`config.mk`:
```
export PLATFORM = sky130hd
export DESIGN_NAME = data_seq_gen
export DESIGN_NICKNAME = d
export VERILOG_FILES = /design/src/rtl/data_seq_gen.sv
export SDC_FILE = /design/constraint.sdc
export NUM_CORES = 1
export LEC_CHECK = 0
export ABC_AREA = 1
export BUFFER_PORTS_ARGS = -buffer_cell sky130_fd_sc_hd__buf_2
export CAP_MARGIN = 20
export CORE_UTILIZATION = 30
export DETAILED_ROUTE_END_ITERATION = 8
export PLACE_DENSITY = 0.51
export SLEW_MARGIN = 20
export SYNTH_ARGS = -nofsm -noshare
export SYNTH_HDL_FRONTEND = slang
export SYNTH_SLANG_ARGS = --single-unit
```
`constraint.sdc`:
```
create_clock -name Clock -period 2.5 [get_ports Clock]
set_input_delay 0.25 -clock Clock [delete_from_list [all_inputs] [get_ports Clock]]
set_output_delay 0.25 -clock Clock [all_outputs]
set_load 0.01 [all_outputs]
```
`src/rtl/data_seq_gen.sv`:
```
// data_seq_gen: run sequencer and PHY emulator for the SD DATA block.
// Macro TIMEOUT_INJ_EN adds Cfg_inject_blk and PHY timeout injection.
module data_seq_gen #(
  parameter int BLK_W = 8,
  parameter int TO_W = 16,
  parameter int DATA_W = 32,
  parameter int REP_W = 4,
  parameter int NEWDATA_CYC = 4,
  parameter int PHY_LAT = 6,
  parameter int GAP_CYC = 3,
  parameter int WDOG_CYC = 256,
  parameter logic [DATA_W-1:0] SEED = DATA_W'(32'hA5A50000)
) (
  input  logic              Clock,
  input  logic              Reset,
  input  logic              Start,
  input  logic              Cfg_write_read,
  input  logic [BLK_W-1:0]  Cfg_blocks,
  input  logic              Cfg_multiple,
  input  logic              Cfg_timeout_en,
  input  logic [TO_W-1:0]   Cfg_timeout_reg,
  input  logic [REP_W-1:0]  Cfg_repeat,
`ifdef TIMEOUT_INJ_EN
  input  logic [BLK_W-1:0]  Cfg_inject_blk,
`endif
  input  logic              Send,
  input  logic              Idle,
  input  logic              Service,
  input  logic              Data_transfer_complete,
  output logic              WriteRead,
  output logic              MultipleData,
  output logic              Timeout_enable,
  output logic [BLK_W-1:0]  Blocks,
  output logic [TO_W-1:0]   Timeout_reg,
  output logic              NewData,
  output logic              Serial_ready,
  output logic              Complete,
  output logic              FIFO_ok,
  output logic              Timeout,
  output logic [DATA_W-1:0] Data_from_FIFO,
  output logic              Busy,
  output logic              Done,
  output logic              Error,
  output logic [REP_W-1:0]  Ops_done,
  output logic [BLK_W-1:0]  Blocks_done
);

  typedef enum logic [2:0] {
    S_IDLE, S_NEWDATA, S_WAIT_SEND, S_PHY_BUSY,
    S_WAIT_DONE, S_GAP, S_DONE, S_ERROR
  } state_t;

  state_t state, nxt;

  logic [31:0]       tmr;
  logic [REP_W-1:0]  rep;
  logic [DATA_W-1:0] pat;
  logic [BLK_W-1:0]  blk_inc;
  logic [REP_W-1:0]  ops_inc;
  logic              start_ok;
  logic              zero_cfg;
  logic              proto_err;
  logic              inj_hit;
  logic              phy_done;
  logic              to_fire;
  logic              wdog;
  logic              unused_svc;

  assign unused_svc = Service;

  assign blk_inc = Blocks_done + BLK_W'(1);
  assign ops_inc = Ops_done + REP_W'(1);

  assign start_ok = Start &&
    (state inside {S_IDLE, S_DONE, S_ERROR});
  assign zero_cfg = (Cfg_blocks == '0) ||
    (Cfg_repeat == '0);

  assign proto_err =
    (Data_transfer_complete &&
     (state inside {S_NEWDATA, S_WAIT_SEND,
                    S_PHY_BUSY, S_GAP})) ||
    (Idle && state == S_PHY_BUSY);

`ifdef TIMEOUT_INJ_EN
  logic [BLK_W-1:0] inj_blk;
  assign inj_hit = (state == S_PHY_BUSY) &&
    (Ops_done == '0) && (Blocks_done == inj_blk);
`else
  assign inj_hit = 1'b0;
`endif

  assign wdog = (tmr == 32'(WDOG_CYC - 1));

  assign phy_done = (state == S_PHY_BUSY) &&
    !inj_hit && !proto_err &&
    (tmr == 32'(PHY_LAT - 1));

  assign to_fire = inj_hit && !proto_err &&
    ((tmr + 32'd1) >= 32'(Timeout_reg));

  // next-state decode; protocol errors override everything
  always_comb begin
    nxt = state;
    unique case (state)
      S_IDLE, S_DONE, S_ERROR:
        if (start_ok)
          nxt = zero_cfg ? S_DONE : S_NEWDATA;
      S_NEWDATA:
        if (tmr == 32'(NEWDATA_CYC - 1))
          nxt = S_WAIT_SEND;
      S_WAIT_SEND:
        if (Send) nxt = S_PHY_BUSY;
        else if (wdog) nxt = S_ERROR;
      S_PHY_BUSY:
        if (phy_done)
          nxt = (blk_inc == Blocks) ?
            S_WAIT_DONE : S_WAIT_SEND;
        else if (to_fire)
          nxt = S_WAIT_DONE;
      S_WAIT_DONE:
        if (Data_transfer_complete)
          nxt = (ops_inc == rep) ? S_DONE : S_GAP;
        else if (wdog)
          nxt = S_ERROR;
      S_GAP:
        if (tmr == 32'(GAP_CYC - 1))
          nxt = S_NEWDATA;
      default: nxt = S_IDLE;
    endcase
    if (proto_err) nxt = S_ERROR;
  end

  // state, per-state timer, shadow config, counters, pattern
  always_ff @(posedge Clock or negedge Reset) begin
    if (!Reset) begin
      state          <= S_IDLE;
      tmr            <= '0;
      WriteRead      <= 1'b0;
      MultipleData   <= 1'b0;
      Timeout_enable <= 1'b0;
      Blocks         <= '0;
      Timeout_reg    <= '0;
      rep            <= '0;
`ifdef TIMEOUT_INJ_EN
      inj_blk        <= '0;
`endif
      Ops_done       <= '0;
      Blocks_done    <= '0;
      FIFO_ok        <= 1'b0;
      Data_from_FIFO <= '0;
      pat            <= '0;
    end else begin
      state <= nxt;
      if (nxt != state) tmr <= '0;
      else if (tmr != '1) tmr <= tmr + 32'd1;
      FIFO_ok <= (state == S_WAIT_SEND) &&
                 (nxt == S_PHY_BUSY);
      if (state == S_WAIT_SEND &&
          nxt == S_PHY_BUSY) begin
        Data_from_FIFO <= pat;
        pat            <= pat + DATA_W'(1);
      end
      if (start_ok) begin
        WriteRead      <= Cfg_write_read;
        MultipleData   <= Cfg_multiple;
        Timeout_enable <= Cfg_timeout_en;
        Blocks         <= Cfg_blocks;
        Timeout_reg    <= Cfg_timeout_reg;
        rep            <= Cfg_repeat;
`ifdef TIMEOUT_INJ_EN
        inj_blk        <= Cfg_inject_blk;
`endif
        Ops_done       <= '0;
        Blocks_done    <= '0;
        pat            <= SEED;
      end
      if (phy_done) Blocks_done <= blk_inc;
      if (state == S_WAIT_DONE &&
          Data_transfer_complete) begin
        Ops_done    <= ops_inc;
        Blocks_done <= '0;
      end
    end
  end

  assign NewData      = (state == S_NEWDATA);
  assign Serial_ready = (state == S_WAIT_SEND);
  assign Complete     = phy_done;
  assign Timeout      = to_fire;
  assign Done         = (state == S_DONE);
  assign Error        = (state == S_ERROR);
  assign Busy         = !(state inside
    {S_IDLE, S_DONE, S_ERROR});

endmodule

```
# [Word level (Yosys, flattened, before mapping)]
# Index checks and enable logic that the tools add are counted.
[totals] input_bits=38 word_cells=75 reg_bits=143
[op_classes] muxes=21 n_reduce_logical=21 eq_ne=16 addsub=4
[op_table] cell="32-bit two-way mux" n=4
[op_table] cell="32-bit by 1-bit adder with 32-bit output (second input constant)" n=2
[op_table] cell="32-bit by 2-bit equality test with 1-bit output (second input constant)" n=2
[op_table] cell="32-bit by 3-bit equality test with 1-bit output (second input constant)" n=1
[op_table] cell="32-bit by 8-bit equality test with 1-bit output (second input constant)" n=1
[op_table] cell="32-bit inequality test (second input constant)" n=1
[op_table] cell="3-bit two-way mux" n=10
[op_table] cell="8-bit two-way mux" n=3
[op_table] cell="3-bit one-hot mux with 6 select lines" n=1
[op_table] cell="3-bit equality test (second input constant)" n=4
[op_table] cell="3-bit by 2-bit equality test with 1-bit output (second input constant)" n=3
[op_table] cell="8-bit by 1-bit adder with 8-bit output (second input constant)" n=1
[op_table] cell="8-bit equality test" n=1
[op_table] cell="8-bit zero test" n=1
[op_table] cell="4-bit two-way mux" n=2
[op_table] cell="1-bit logical AND" n=7
[op_table] cell="2-bit nonzero test" n=3
[op_table] cell="3-bit nonzero test" n=2
[op_table] cell="4-bit by 1-bit adder with 4-bit output (second input constant)" n=1
[op_table] cell="4-bit equality test" n=1
[op_table] cell="4-bit zero test" n=1
[op_table] cell="4-bit nonzero test" n=1
[op_table] cell="3-bit by 1-bit equality test with 1-bit output (second input constant)" n=1
[op_table] cell="3-bit zero test" n=1
[op_table] cell="other kinds (5)" n=7

# [Longest topological paths before layout]
# Gate-level depths: netlist of run 1.
[logic_depth] depth_word=14 mapped_depth=17 mapped_depth_nobuf=15

# [Worst setup path before layout of run 1]
# No wires, ideal clock.
[synth_timing] path_kind="register to register" from="register Blocks_done[1]" to="register pat[29]" t_arrival_ns=2.015 setup_time_ns=0.117 path_slack_ns=0.368 path_stages_with_launch=16 required_time_ns=2.383 path_cell_list="dfrtp_1 > ha_1 > nand2_1 > nor2_1 > nand3_1 > nand3_1 > nand3_1 > nor2_1 > nand3_1 > nand3_2 > nand3b_4 > buf_6 > nand2_4 > buf_6 > nand2_1 > nand2_1"
[synth_via] elab_chain_cells=9
[synth_rtl] item="from (decl)" line="45" source="output logic [BLK_W-1:0] Blocks_done"
[synth_rtl] item="from (signal assigned)" line="178" source="if (phy_done) Blocks_done <= blk_inc;"
[synth_rtl] item="8-bit by 1-bit adder with 8-bit output" line="71" source="assign blk_inc = Blocks_done + BLK_W'(1);"
[synth_rtl] item="8-bit equality test" line="117" source="nxt = (blk_inc == Blocks) ?"
[synth_rtl] item="3-bit two-way mux" line="117"
[synth_rtl] item="3-bit two-way mux" line="116" source="if (phy_done)"
[synth_rtl] item="3-bit one-hot mux with 6 select lines" line="105" source="unique case (state)"
[synth_rtl] item="3-bit two-way mux" line="131" source="if (proto_err) nxt = S_ERROR;"
[synth_rtl] item="via nxt[2]" line="53" source="state_t state, nxt;"
[synth_rtl] item="3-bit by 2-bit equality test with 1-bit output" line="160" source="nxt == S_PHY_BUSY) begin"
[synth_rtl] item="1-bit logical AND" line="159" source="if (state == S_WAIT_SEND &&"
[synth_rtl] item="2-bit nonzero test (no line)"
[synth_rtl] item="to (signal assigned)" line="162" source="pat <= pat + DATA_W'(1);"
[synth_rtl] item="to (decl)" line="57" source="logic [DATA_W-1:0] pat;"
# The timed path passes the listed nets, and every way through them passes these cells.
# A chain may end at the register's enable or synchronous reset.

# [Worst setup path in the final report of run 1]
[layout_timing] from="register pat[0]" to="register pat[22]"
[layout_via] elab_chain_cells=3
[layout_rtl] item="32-bit by 1-bit adder with 32-bit output" line="162"
[layout_rtl] item="32-bit two-way mux" line="159"
[layout_rtl] item="32-bit two-way mux" line="164" source="if (start_ok) begin"
# Every way passes these cells. The select of a mux whose other input is x is not followed.

==> run metrics, run 1 <==
slowest CP cell nor3_1; Flop pwr share 0.383; Synth warnings 0; final setup margin 0.187 ns; Post-route DRC 0; Max-Cap Viols 0; largest cells by area after synthesis dfrtp_1, nand2_1, nand3_1; placer congestion estimate 0.839; P_sw 3.37 mW; CP max stage delay 0.37 ns; clock share of power 0.287; largest net degree at the start of global routing 80; most common cell after layout, fill and taps aside nand2_1; io pins 117; Hold Vio Cnt, Final 0; critical path cell sequence ha_1 > inv_1 > nor3_1 > inv_1 > nor2_1 > inv_1 > nor3_1 > xor2_1 > nor2_1 > nand2_1 > nand2_1; CTS Buf Count 17; area grow syn2layout 23.0%; die area 26,600 µm²; drt first pass iters 4; total track usage 0.168; Vias/cell 4.69; Post-DP Area 8900 µm²; pwr dens 886 nW/µm²; CP Data Required Time 2.82 ns; initial antenna violation count 0; Remaining Overflow, GRT 0; Comb pwr share 0.331; CP delay by family, top simple AND/OR/NAND/NOR gates; Max-Slew Margin vs Limit 0.568; slew of the pin with the lowest slew margin 0.643 ns; layout cells sized above 1 0.184; Mapped Cells 1,036; synthesized flop and latch total 143; worst ir drop on vdd 0.439 mV; reg-to-reg startpoint pat[0]$_DFFE_PN0P_; H-tree depth 4; nets 1,219; Design Area, Final 9590 µm²; Int Power 5.12 mW; top_reg_cell synth dfrtp_1; Hold WC Path Type input pin to register; hold_sp Cfg_timeout_reg[14]; Die W 163 µm; mean cell area of the mapped netlist 7.53 µm²; Net Sw Frac 0.397; Syn Std Cell Area 7800 µm²; starting density of the core 0.308; Synth area leader dfrtp_1; outcome completed; crit start category register; Worst Clk Skew 0.00713 ns; total routed wirelength 21,500 µm; ys async rst share 1.00; Seq/Total Area, Yosys 0.459; vias 7,127; Regs by FF count Data_from_FIFO (32), pat (32), tmr (32); CTS tree done; post-place setup slack 0.0363 ns; post-synthesis cell type count 41; Buffers & Inverters on Critical Path 3; clk sink count 143; first-pass GRT wire length 35,200 µm; syn nets 1,080; # diodes 0; critical path capture point type register; WS Path Type register to register; Core Box Area 25,300 µm²; Buffers on Ports 114; Post-synth EDFFs 0; most frequent cells in the layout nand2_1, dfrtp_1, buf_2; worst skew pair latency 0.43 ns; Pleak 4.63 nW; Setup Viol. Count Final 0; # rows 58; WP data arrival 2.63 ns; WL/cell 14.2 µm; fin crit share 0.925; Worst-path clk slew 0.07 ns; Routed Antenna Nets 0; highest clock rate 0.432 GHz; most frequent CP cell inv_1; placed wire-length estimate 15,300 µm; Crit Path Max Fanout 5; Clock Root Buffer clkbuf_16; clk buf depth 2; fillers 2,655; max-slew violations 0; post-synth top area share 0.459; Die Height 163 µm; Crit. Startpoint pat[0]$_DFFE_PN0P_; vias in the first global route 6,856; initial detailed-routing violation count 481; post-layout min period 2.31 ns
[tightest hold or removal path: stages]
cell and delay (ns):
buf_2 0.08, nand2_1 0.04, nand2_1 0.05
[power by group through the flow]
stage / registers [mW] / clock network (mW) / logic (mW)
global placement: 3.27 / 0 / 2.75
global route: 3.33 / 2.60 / 3.17
finish: 3.25 / 2.43 / 2.81
CTS: 3.25 / 2.50 / 2.77
floorplan: 3.34 / 0 / 1.60
detailed placement: 3.28 / 0 / 2.75
[cells by family (layout without fill, tap and decap cells)]
logic type	after synthesis	after routing	share of synthesized area
compound gates	86	86	0.0611
buf+inv	124	275	0.0680
simple gates	631	632	0.351
other cells	1	1	0.000481
xor+xnor	45	45	0.0505
fa+ha+maj	6	6	0.00963
flops	143	143	0.459
[layer usage]
metal	wire [µm]	global-route usage
met5	0	0
met4	291	0.0523
met3	1150	0.0325
met2	9290	0.255
met1	10800	0.238
[final timing paths]
check	depth (start not counted)	endpoint	slack, ns
worst max-delay path	11	pat[22]$_DFFE_PN0P_	0.19
worst min-delay path	3	Timeout_reg[14]$_DFFE_PN0P_	0.02
worst max register to register	11	pat[22]$_DFFE_PN0P_	0.19
worst min register to register	2	Data_from_FIFO[5]$_DFFE_PN0P_	0.47
max in group asynchronous	3	pat[16]$_DFFE_PN0P_	1.42
min in group asynchronous	2	Blocks_done[5]$_DFFE_PN0P_	0.32
[layout make-up]
| cell class | instances | area, µm² | share of cell area |
|---|---|---|---|
| Multi-Input combinational cell | 770 | 3750 | 0.391 |
| Clock buffer | 17 | 425 | 0.0444 |
| Tap cell | 330 | 413 | 0.0431 |
| Inverter | 91 | 342 | 0.0356 |
| Timing Repair Buffer | 152 | 950 | 0.0990 |
| Clock inverter | 15 | 126 | 0.0132 |
| Sequential cell | 143 | 3580 | 0.374 |
[Yosys cell counts, types with 2 or more instances]
master and n:
inv_2 3, or2_2 3, o22ai_1 2, buf_4 4, clkbuf_1 8, nor3_1 30, ha_1 6, buf_6 5
nor2_4 2, buf_2 9, xnor2_1 8, buf_1 6, nand3_2 2, nor2_1 108, nand3_1 87, nor4_1 13
nand2_1 339, nand3b_1 7, inv_1 88, o21ai_1 25, xor2_1 37, o21ai_0 28, dfrtp_1 143, a21oi_1 22
nand2_2 2, nor2_2 6, nand4_1 26, o21ai_2 4
[timing repair]
action                     4_1_cts  5_1_grt
gates resized for setup          0       17
setup endpoints to repair        0       96
buffers inserted                 0        3
hold buffers                     5        0
hold endpoints to repair        49        0
[per-stage QoR]
step                      instances  hold slack (ns)  utilization   TNS, ns  power, mW
final                          1518           0.0182        0.379         0       8.49
after global routing           1518          0.00867        0.379  -0.00633       9.10
after CTS                      1514         0.000322        0.375         0       8.51
after detailed placement       1477            0.239        0.351         0       6.03
after global placement         1477            0.237        0.351         0       6.02
after floorplan                1036          -0.0456            -         0       4.94
Power figures use the tool's default switching activity.
==> run 2: changes to the inputs <==
ABC_AREA = unset   (was 1)
PLACE_DENSITY = 0.52   (was 0.51)
==> run metrics, run 2 <==
outcome finished with violations; violated checks setup timing; fin crit share 1.06; syn nets 794; area grow syn2layout 45.9%; worst skew pair latency 0.42 ns; gr busiest metal met2; clk buf depth 2; # rows 56; Pleak 4.83 nW; RSZ-0062 raised after global routing yes; first-pass GRT wire length 32,500 µm; crit start category register; top cells by count, synth nand2_1, dfrtp_1, o21ai_0; max-slew violations 0; highest clock rate 0.379 GHz; slew of the pin with the lowest slew margin 0.722 ns; total routed wirelength 19,900 µm; total track usage 0.168; Worst-path clk slew 0.07 ns; Buffers on Ports 114; vias 6,389; CP delay by family, top simple AND/OR/NAND/NOR gates; H-tree depth 4; placer congestion estimate 0.805; Crit Path Max Fanout 6; Hold Vio Cnt, Final 0; Die W 156 µm; WP data arrival 2.95 ns; final setup margin -0.138 ns; Vias/cell 4.83; CTS Buf Count 17; GR Util met1 0.225; ys async rst share 1.00; critical path capture point type register; Routed Antenna Nets 0; die area 24,400 µm²; Syn Std Cell Area 7120 µm²; nets 1,034; slowest CP cell or4_4; most frequent CP cell or4_4; Hold WC Path Type input pin to register; Synth warnings 0; Setup TNS -3.17 ns; placed wire-length estimate 13,400 µm; io pins 117; grt met2 use 0.280; Setup Viol. Count Final 41; drt first pass iters 4; Worst Clk Skew 0.0169 ns; Post-route DRC 0; Remaining Overflow, GRT 0; initial detailed-routing violation count 344; Multi-input gate area 3840 µm²; vias in the first global route 6,339; CP Data Required Time 2.81 ns; starting density of the core 0.304; layout cells sized above 1 0.413; Max-Cap Viols 0; Post-synth EDFFs 0; post-synthesis cell type count 57; Die Height 156 µm; WS Path Type register to register; CP max stage delay 0.54 ns; initial antenna violation count 0; pwr dens 935 nW/µm²; Core Box Area 23,400 µm²; critical path cell sequence nor4_2 > nand4_1 > buf_6 > or4_4 > or4_4 > o2111ai_4 > buf_12 > clkbuf_16 > nor3_2; synthesized flop and latch total 143; worst ir drop on vdd 0.532 mV; Seq/Total Area, Yosys 0.503; Buffers & Inverters on Critical Path 3; Clock Root Buffer clkbuf_16; post-synth top area share 0.503; clk sink count 143; register area 3580 µm²; largest cells by area after synthesis dfrtp_1, nand2_1, xor2_1; Mapped Cells 750; # diodes 0; most common cell in the netlist nand2_1; Max-Slew Margin vs Limit 0.515; most common cell after layout, fill and taps aside nand2_1; mean cell area of the mapped netlist 9.49 µm²; Synth area leader dfrtp_1; most frequent cells in the layout nand2_1, dfrtp_1, buf_2; top_reg_cell synth dfrtp_1; Regs by FF count Data_from_FIFO (32), pat (32), tmr (32); Pwr Total 9.71 mW; CTS tree done; largest net degree at the start of global routing 74; grt met3 use 0.0303; post-layout min period 2.64 ns; fillers 2,301; WL/cell 15.0 µm
==> run 2: area by class of cell <==
class	instances	area share
multi-input combinational	558	0.369
sequential	143	0.344
timing repair buffer	256	0.183
clock buffer	17	0.0409
tap	319	0.0384
clock inverter	15	0.0190
inverter	14	0.00542
==> run 2: stage by stage <==
step	utilization	instance area [µm²]	cells	setup WS, ns	hold WS, ns
6_report	0.444	10400	1322	-0.138	0.0129
5_1_grt	0.444	10400	1322	-0.213	0.00709
4_1_cts	0.426	9960	1310	-0.124	0.000761
3_5_place_dp	0.382	8930	1266	-0.237	0.295
3_3_place_gp	0.382	8930	1266	-0.197	0.294
2_1_floorplan	-	7120	750	0.00203	-0.0456
==> run 2: worst min-delay path: stages <==
cell     delay, ns
buf_2         0.07
nand2_1       0.04
nand2_1       0.04
==> run 2: worst paths after layout <==
path / startpoint / to / slack [ns] / depth (start not counted)
worst max-delay path: tmr[24]$_DFFE_PN0P_ / tmr[12]$_DFFE_PN0P_ / -0.14 / 9
worst min-delay path: Cfg_timeout_reg[7] / Timeout_reg[7]$_DFFE_PN0P_ / 0.01 / 3
worst max register to register: tmr[24]$_DFFE_PN0P_ / tmr[12]$_DFFE_PN0P_ / -0.14 / 9
worst min register to register: Timeout_reg[2]$_DFFE_PN0P_ / Timeout_reg[2]$_DFFE_PN0P_ / 0.47 / 2
max in group asynchronous: Reset / tmr[29]$_DFFE_PN0P_ / 1.74 / 3
min in group asynchronous: Reset / Data_from_FIFO[19]$_DFFE_PN0P_ / 0.39 / 3
==> run 2: cells by family (layout without fill, tap and decap cells) <==
group | count (synthesis) | count (layout) | share of synthesized area
AO/OA/AOI/OAI | 104 | 104 | 0.0896
XOR/XNOR | 50 | 50 | 0.0634
adder cells (fa/ha/maj) | 6 | 6 | 0.0105
buffers and inverters | 49 | 302 | 0.0320
flip-flops | 143 | 143 | 0.503
multiplexers | 27 | 27 | 0.0422
other | 1 | 1 | 0.000527
AND/OR/NAND/NOR | 370 | 370 | 0.259
==> run 2: what timing repair did <==
action / CTS / global route
setup endpoints to repair: 94 / 94
gates cloned: 3 / 4
endpoints found under the hold margin: 145 / 0
setup buffers: 6 / 12
pin swaps: 36 / 31
resized for setup: 50 / 77
hold buffers: 3 / 0
==> run 2: power breakdown <==
group	internal (mW)	leakage, nW	switching (mW)
sequential	2.69	1.87	0.270
combinational	1.88	2.65	2.14
clock	1.61	0.305	1.13
total	6.18	4.83	3.53
==> run 2: layer usage <==
metal,share of wire,vias to the layer above
met2,0.49,83
li1,-,3140
met4,0.0066,0
met1,0.47,3159
met3,0.028,7
met5,0,-
